## src/rtl/vend_pkg.sv

```systemverilog
// Shared types and helpers for the parametrised vending controller.
// Latency: n/a (types, constants and pure functions only).
// Backpressure: n/a.
package vend_pkg;

    typedef enum logic [1:0] {
        ST_IDLE   = 2'd0,
        ST_CREDIT = 2'd1,
        ST_VEND   = 2'd2,
        ST_REFUND = 2'd3
    } state_t;

    localparam logic [1:0] COIN_NONE = 2'b00;
    localparam logic [1:0] COIN_5    = 2'b01;
    localparam logic [1:0] COIN_10   = 2'b10;
    localparam logic [1:0] COIN_20   = 2'b11;

    function automatic logic [2:0] coin_value(input logic [1:0] code);
        case (code)
            COIN_5:  return 3'd1;
            COIN_10: return 3'd2;
            COIN_20: return 3'd4;
            default: return 3'd0;
        endcase
    endfunction

    function automatic int unsigned price(input int unsigned idx, input int unsigned step);
        return (idx + 1) * step;
    endfunction

endpackage

```

## src/rtl/vend_stock_bank.sv

```systemverilog
// Per-product stock counters with a global reload and an empty flag per product.
// Latency: decrement/reload take effect at the next edge; empty follows the counters directly.
// Backpressure: none; a decrement of an empty counter is dropped.
module vend_stock_bank #(
    parameter int unsigned NUM_PROD   = 10,
    parameter int unsigned STOCK_W    = 4,
    parameter int unsigned STOCK_INIT = 8,
    parameter int unsigned SEL_W      = 4
) (
    input  logic                clk,
    input  logic                reset,
    input  logic                dec,
    input  logic [SEL_W-1:0]    dec_idx,
    input  logic                restock,
    output logic [NUM_PROD-1:0] empty
);

    localparam logic [STOCK_W-1:0] INIT = STOCK_W'(STOCK_INIT);

    logic [STOCK_W-1:0] stock [NUM_PROD];

    always_ff @(posedge clk or posedge reset) begin
        if (reset) begin
            for (int i = 0; i < int'(NUM_PROD); i++) stock[i] <= INIT;
        end else if (restock) begin
            for (int i = 0; i < int'(NUM_PROD); i++) stock[i] <= INIT;
        end else begin
            for (int i = 0; i < int'(NUM_PROD); i++) begin
                if (dec && dec_idx == SEL_W'(i) && stock[i] != '0)
                    stock[i] <= stock[i] - 1'b1;
            end
        end
    end

    always_comb begin
        empty = '0;
        for (int i = 0; i < int'(NUM_PROD); i++) empty[i] = (stock[i] == '0);
    end

endmodule

```

## src/rtl/vend_ctrl_param.sv

```systemverilog
// Vending controller: coin credit, product selection, stock and serial change return.
// Latency: all outputs registered, one edge after the sampled inputs.
// Backpressure: none; inputs arriving while busy are rejected with coin_reject/sel_err.
module vend_ctrl_param
    import vend_pkg::*;
#(
    parameter int unsigned NUM_PROD   = 10,
    parameter int unsigned PRICE_STEP = 1,
    parameter int unsigned CREDIT_MAX = 10,
    parameter int unsigned STOCK_W    = 4,
    parameter int unsigned STOCK_INIT = 8,
    parameter int unsigned SEL_W      = 4,
    localparam int unsigned CREDIT_W  = $clog2(CREDIT_MAX + 1)
) (
    input  logic                clk,
    input  logic                reset,
    input  logic [1:0]          coin,
    input  logic                cancel,
    input  logic                sel_valid,
    input  logic [SEL_W-1:0]    sel,
    input  logic                restock,
    output logic [NUM_PROD-1:0] vend,
    output logic                change,
    output logic                coin_reject,
    output logic                sel_err,
    output logic                busy,
    output logic [CREDIT_W-1:0] credit,
    output logic [NUM_PROD-1:0] empty
);

    localparam logic [CREDIT_W:0] CMAX  = (CREDIT_W + 1)'(CREDIT_MAX);
    localparam logic [SEL_W:0]    NPROD = (SEL_W + 1)'(NUM_PROD);

    state_t              state, state_nxt;
    logic [CREDIT_W-1:0] credit_nxt;
    logic [NUM_PROD-1:0] vend_nxt;
    logic                change_nxt, rej_nxt, serr_nxt;
    logic                stock_dec, restock_en;
    logic [CREDIT_W:0]   sum, price_sel;
    logic                sel_ok;

    assign sum       = {1'b0, credit} + (CREDIT_W + 1)'(coin_value(coin));
    assign price_sel = (CREDIT_W + 1)'(price(32'(sel), PRICE_STEP));
    // Range check first so the empty lookup is only meaningful for a real product.
    assign sel_ok    = ({1'b0, sel} < NPROD) && !empty[sel] && ({1'b0, credit} >= price_sel);

    vend_stock_bank #(
        .NUM_PROD   (NUM_PROD),
        .STOCK_W    (STOCK_W),
        .STOCK_INIT (STOCK_INIT),
        .SEL_W      (SEL_W)
    ) u_stock (
        .clk     (clk),
        .reset   (reset),
        .dec     (stock_dec),
        .dec_idx (sel),
        .restock (restock_en),
        .empty   (empty)
    );

    always_comb begin
        state_nxt  = state;
        credit_nxt = credit;
        vend_nxt   = '0;
        change_nxt = 1'b0;
        rej_nxt    = 1'b0;
        serr_nxt   = 1'b0;
        stock_dec  = 1'b0;
        restock_en = 1'b0;
        case (state)
            ST_IDLE, ST_CREDIT: begin
                restock_en = (state == ST_IDLE) && restock;
                if (cancel && state == ST_CREDIT) begin
                    state_nxt  = ST_REFUND;
                    change_nxt = 1'b1;
                    rej_nxt    = (coin != COIN_NONE);
                end else if (sel_valid && sel_ok) begin
                    state_nxt  = ST_VEND;
                    credit_nxt = credit - price_sel[CREDIT_W-1:0];
                    vend_nxt   = NUM_PROD'(1) << sel;
                    stock_dec  = 1'b1;
                    rej_nxt    = (coin != COIN_NONE);
                end else begin
                    serr_nxt = sel_valid;
                    if (coin != COIN_NONE) begin
                        if (sum > CMAX) begin
                            rej_nxt = 1'b1;
                        end else begin
                            credit_nxt = sum[CREDIT_W-1:0];
                            state_nxt  = ST_CREDIT;
                        end
                    end
                end
            end
            ST_VEND: begin
                rej_nxt  = (coin != COIN_NONE);
                serr_nxt = sel_valid;
                if (credit != '0) begin
                    state_nxt  = ST_REFUND;
                    change_nxt = 1'b1;
                end else begin
                    state_nxt = ST_IDLE;
                end
            end
            ST_REFUND: begin
                rej_nxt  = (coin != COIN_NONE);
                serr_nxt = sel_valid;
                if (credit <= CREDIT_W'(1)) begin
                    state_nxt  = ST_IDLE;
                    credit_nxt = '0;
                end else begin
                    credit_nxt = credit - 1'b1;
                    change_nxt = 1'b1;
                end
            end
            default: state_nxt = ST_IDLE;
        endcase
    end

    always_ff @(posedge clk or posedge reset) begin
        if (reset) begin
            state       <= ST_IDLE;
            credit      <= '0;
            vend        <= '0;
            change      <= 1'b0;
            coin_reject <= 1'b0;
            sel_err     <= 1'b0;
            busy        <= 1'b0;
        end else begin
            state       <= state_nxt;
            credit      <= credit_nxt;
            vend        <= vend_nxt;
            change      <= change_nxt;
            coin_reject <= rej_nxt;
            sel_err     <= serr_nxt;
            busy        <= (state_nxt == ST_VEND) || (state_nxt == ST_REFUND);
        end
    end

endmodule

```

## config.mk

```make
export PLATFORM = sky130hd
export DESIGN_NAME = vend_ctrl_param
export DESIGN_NICKNAME = d
export VERILOG_FILES = /design/src/rtl/vend_pkg.sv /design/src/rtl/vend_stock_bank.sv /design/src/rtl/vend_ctrl_param.sv
export SDC_FILE = /design/constraint.sdc
export NUM_CORES = 1
export LEC_CHECK = 0
export CAP_MARGIN = 30
export CORE_MARGIN = 1
export CORE_UTILIZATION = 50
export CTS_BUF_LIST = sky130_fd_sc_hd__clkbuf_4
export DETAILED_ROUTE_END_ITERATION = 6
export HOLD_SLACK_MARGIN = 0.12
export MAX_ROUTING_LAYER = met4
export PLACE_DENSITY = 0.72
export SLEW_MARGIN = 20
export SYNTH_ARGS = -nofsm -noshare
export SYNTH_HDL_FRONTEND = slang
export SYNTH_SLANG_ARGS = --single-unit
```

## constraint.sdc

```tcl
create_clock -name clk -period 4.63 [get_ports clk]
set_clock_uncertainty 0.05 [all_clocks]
set_input_delay 0.926 -clock clk [delete_from_list [all_inputs] [get_ports clk]]
set_output_delay 0.926 -clock clk [all_outputs]
set_load 0.005 [all_outputs]
```

==> results by group <==
Outcome
  – Result of the run: finished, final reports clean

Floorplan
  – Number of top-level pins: 39
  – Core footprint: 0.00691 sq mm
  – Floorplan die width: 87.4 microns
  – Row count: 30
  – Initial cell density of the core: 52.8%
  – Height of the chip: 87.4 microns
  – Area enclosed by the die boundary: 0.00764 sq mm

Setup path
  – CP endpoint kind: flip-flop
  – Worst R2R Start: u_stock.stock[4]
  – Destination of the worst register-to-register timing path: credit[1]
  – Worst setup SP type: primary input
  – Critical path type: in -> reg
  – Worst R2R Path Depth: 9
  – CP Launch Point: sel[0]
  – Worst Path Required: 4.92 ns
  – CP Max Fanout: 9
  – Data arrival time of the worst path: 4.10 ns
  – Worst-case register-to-register setup slack: 1.66 ns

Detailed routing
  – Number of remaining DRC errors: 0
  – Mean routed wirelength per cell: 15.4 microns
  – Violation count after the first detailed-route iteration: 200
  – Number of nets with antenna violations after routing: 0
  – Router iterations before antenna repair: 4
  – Drt total wl: 8380 microns
  – Vias per inst: 5.60
  – Number of vias after detailed routing: 3047

Global route
  – Wire length of the first global-routing pass: 13800 microns
  – Via count of the first global-routing pass: 2844
  – Largest net degree at the start of global routing: 35
  – Global-route usage over all layers: 24.7%
  – Initial antenna violation count: 0
  – GRT overflow: 0

Synthesis
  – Yosys reg bits: 59
  – Total standard cell area after synthesis: 0.00365 sq mm
  – Primary flip-flop cell chosen by synthesis mapping: sky130_fd_sc_hd__dfrtp_1
  – Average cell area after synthesis: 9.21 sq um
  – Number of instances in the synthesized netlist: 396
  – EDFF count, synth: 0
  – Post-synthesis async set-or-reset flop share: 100%
  – Most area-consuming cells after synthesis: sky130_fd_sc_hd__dfrtp_1 34%, sky130_fd_sc_hd__ha_1 9.6%, sky130_fd_sc_hd__dfstp_2 7.2%
  – Area share of the largest cell type after synthesis: 33.6%
  – Number of nets produced by synthesis: 437
  – Number of warnings reported in the yosys synthesis log: 0
  – Distinct cell type count of the synthesized netlist: 50
  – Part of the Yosys area used for sequential elements: 40.8%
  – Synth area leader: sky130_fd_sc_hd__dfrtp_1

Clock network
  – Sink count of the clock tree: 59
  – CTS tree: built
  – Number of cells upsized or downsized after cts: 0
  – Setup repair bufs after CTS: 0
  – Cell at the root of the clock tree: sky130_fd_sc_hd__clkbuf_4
  – H-tree depth: 3
  – Clock Tree Buf Depth: 2
  – Post-CTS clock slew at the launch and capture registers of the worst setup and hold paths: 0.10 ns
  – Number of hold-repair buffers added at the cts stage: 0
  – CTS buffer count: 9
  – Clock latency on the worst-skew pair: 0.40 ns

Timing
  – Endpoints failing hold: 0
  – Number of failing setup endpoints in the final timing report: 0
  – Post-route fraction of the period consumed by the critical path: 82.3%
  – Final Max Slew Viols: 0
  – Unrepaired setup endpoints after global routing: no
  – Final period demand of the worst path: 3.81 ns
  – Highest clock frequency the design can meet: 262 MHz
  – Headroom to the max-slew limit: 34.9%
  – Summed negative setup slack over all endpoints: 0 ns
  – Worst-Margin Slew: 0.974 ns
  – Setup WS post-layout: 0.819 ns

Placed design
  – HPWL after detailed placement: 6080 microns
  – Post-place setup slack: 0.404 ns
  – Buffers added on ports: 38
  – Global placer's final weighted congestion: 0.875

Worst hold path
  – Worst hold endpoint: u_stock.stock[7]
  – Kind of path behind the tightest hold check: reg -> reg
  – Number of instances on the worst hold path: 2
  – Origin of the worst min-delay path: u_stock.stock[7]

Cells and area
  – Area Growth Syn to Fin: 18.8%
  – Share of layout cells above drive strength 1: 10.7%
  – Fin nets: 484
  – Antenna fix cells: 0

Power and ir drop
  – Peak VDD IR: 0.279 mV
  – Power Density: 517 mW/mm^2
  – Clk pwr share: 18.4%
  – Tot Pwr: 2.24 mW
  – Switching portion of total power: 38.3%
  – Static power due to leakage: 1.91 nW
  – Switch Pwr: 0.858 mW
  – P_int: 1.38 mW
  – Comb pwr share: 45.1%
  – Register share of total power: 36.5%

Flow run
  – Max capacitance violation total: 0
==> synth_stat cells, drive strengths merged, types with 4 or more instances <==
cell type and instances:
a211oi 12, a21oi 13, and2 9, and3 7, clkbuf 11, dfrtp 49, dfstp 10, ha 28
inv 37, mux2i 5, nand2 26, nand3 19, nand4 4, nor2 39, nor2b 7, nor3 15
nor3b 10, nor4 5, o21ai 16, or3 5, or4 8, xnor2 10, xor2 8
==> kinds of logic (layout without fill, tap and decap cells) <==
logic type               count (synthesis)  after routing  synth area share, %
AO/OA/AOI/OAI                           65             65                 12.0
adder cells (fa/ha/maj)                 30             30                 10.7
AND/OR/NAND/NOR                        166            166                 24.6
XOR/XNOR                                18             18                 4.32
buffers and inverters                   50            102                 5.21
flip-flops                              59             59                 40.8
multiplexers                             8              8                 2.40
==> per-layer routing <==
metal,GRT usage [%],part of all wire (%)
met5,-,0
met4,7.75,1.4
met3,6.07,4.6
met2,38.9,47
met1,31.4,47
==> worst max-delay path, cell delays in order <==
cell and delay [ns]:
sky130_fd_sc_hd__clkdlybuf4s50_1 0.58, sky130_fd_sc_hd__ha_1 0.34, sky130_fd_sc_hd__ha_1 0.29, sky130_fd_sc_hd__ha_1 0.33, sky130_fd_sc_hd__o21ai_0 0.09, sky130_fd_sc_hd__o21bai_1 0.28
sky130_fd_sc_hd__and4_1 0.27, sky130_fd_sc_hd__nand4_1 0.31, sky130_fd_sc_hd__or4_1 0.58, sky130_fd_sc_hd__nand3_1 0.10
==> worst max path at each step <==
stage | to | slack, ns | depth (start not counted)
3_3_place_gp | u_stock.stock[34] | 0.54 | 10
6_report | u_stock.stock[7] | 0.82 | 10
2_1_floorplan | u_stock.stock[22] | 1.20 | 10
3_5_place_dp | u_stock.stock[7] | 0.40 | 10
4_1_cts | u_stock.stock[7] | 0.87 | 10
5_1_grt | u_stock.stock[7] | 0.65 | 10
==> per-stage QoR <==
| stage | cell area [sq um] | hold WS, ns | std cells | util (%) |
|---|---|---|---|---|
| 2_1_floorplan | 3650 | 0.440 | 396 | - |
| 3_3_place_gp | 4180 | 0.450 | 528 | 60.5 |
| 3_5_place_dp | 4180 | 0.468 | 528 | 60.5 |
| 4_1_cts | 4330 | 0.480 | 544 | 62.8 |
| 5_1_grt | 4330 | 0.503 | 544 | 62.8 |
| 6_report | 4330 | 0.480 | 544 | 62.8 |
==> placed cells by master, fill, tap and decap left out, types with 3 or more instances in the layout <==
| cell | n |
|---|---|
| sky130_fd_sc_hd__xor2_1 | 8 |
| sky130_fd_sc_hd__dfrtp_1 | 49 |
| sky130_fd_sc_hd__nor3_1 | 15 |
| sky130_fd_sc_hd__nand2_1 | 26 |
| sky130_fd_sc_hd__mux2i_1 | 5 |
| sky130_fd_sc_hd__or4_1 | 8 |
| sky130_fd_sc_hd__nor4_1 | 5 |
| sky130_fd_sc_hd__dfstp_2 | 10 |
| sky130_fd_sc_hd__o21a_1 | 3 |
| sky130_fd_sc_hd__clkbuf_4 | 10 |
| sky130_fd_sc_hd__nor3b_1 | 10 |
| sky130_fd_sc_hd__clkdlybuf4s50_1 | 38 |
| sky130_fd_sc_hd__nor2b_1 | 7 |
| sky130_fd_sc_hd__clkinv_2 | 4 |
| sky130_fd_sc_hd__nand4_1 | 3 |
| sky130_fd_sc_hd__and4_1 | 3 |
| sky130_fd_sc_hd__buf_4 | 11 |
| sky130_fd_sc_hd__nand3b_1 | 3 |
| sky130_fd_sc_hd__and2_1 | 9 |
| sky130_fd_sc_hd__a21oi_1 | 13 |
| sky130_fd_sc_hd__nor2_1 | 39 |
| sky130_fd_sc_hd__nand3_1 | 19 |
| sky130_fd_sc_hd__or3_1 | 5 |
| sky130_fd_sc_hd__a21o_1 | 3 |
| sky130_fd_sc_hd__o21ai_0 | 16 |
| sky130_fd_sc_hd__a211oi_1 | 12 |
| sky130_fd_sc_hd__and3_1 | 7 |
| sky130_fd_sc_hd__xnor2_1 | 10 |
| sky130_fd_sc_hd__ha_1 | 28 |
| sky130_fd_sc_hd__inv_1 | 35 |
==> power by group through the flow <==
stage | clock network, mW | logic (mW) | registers [mW]
final | 0.411 | 1.01 | 0.818
after global placement | 0 | 0.977 | 0.821
after floorplan | 0 | 0.680 | 0.775
after CTS | 0.424 | 1.01 | 0.817
after global routing | 0.444 | 1.13 | 0.835
after detailed placement | 0 | 1.00 | 0.825
==> final cells by class <==
| cell class | count | area (sq um) |
|---|---|---|
| Sequential cell | 59 | 1490 |
| Clock inverter | 6 | 80.1 |
| Clock buffer | 10 | 75.1 |
| Multi-Input combinational cell | 287 | 1970 |
| Inverter | 37 | 139 |
| Tap cell | 96 | 120 |
| Fill cell | 609 | 2570 |
| Timing Repair Buffer | 49 | 463 |
==> sequential cells by signal, summed over array words and instances, names as in the netlist <==
name and count:
state 1, change 1, vend 10, coin_reject 1, credit 4, u_stock.stock 40, sel_err 1, busy 1
Power figures use the tool's default switching activity.
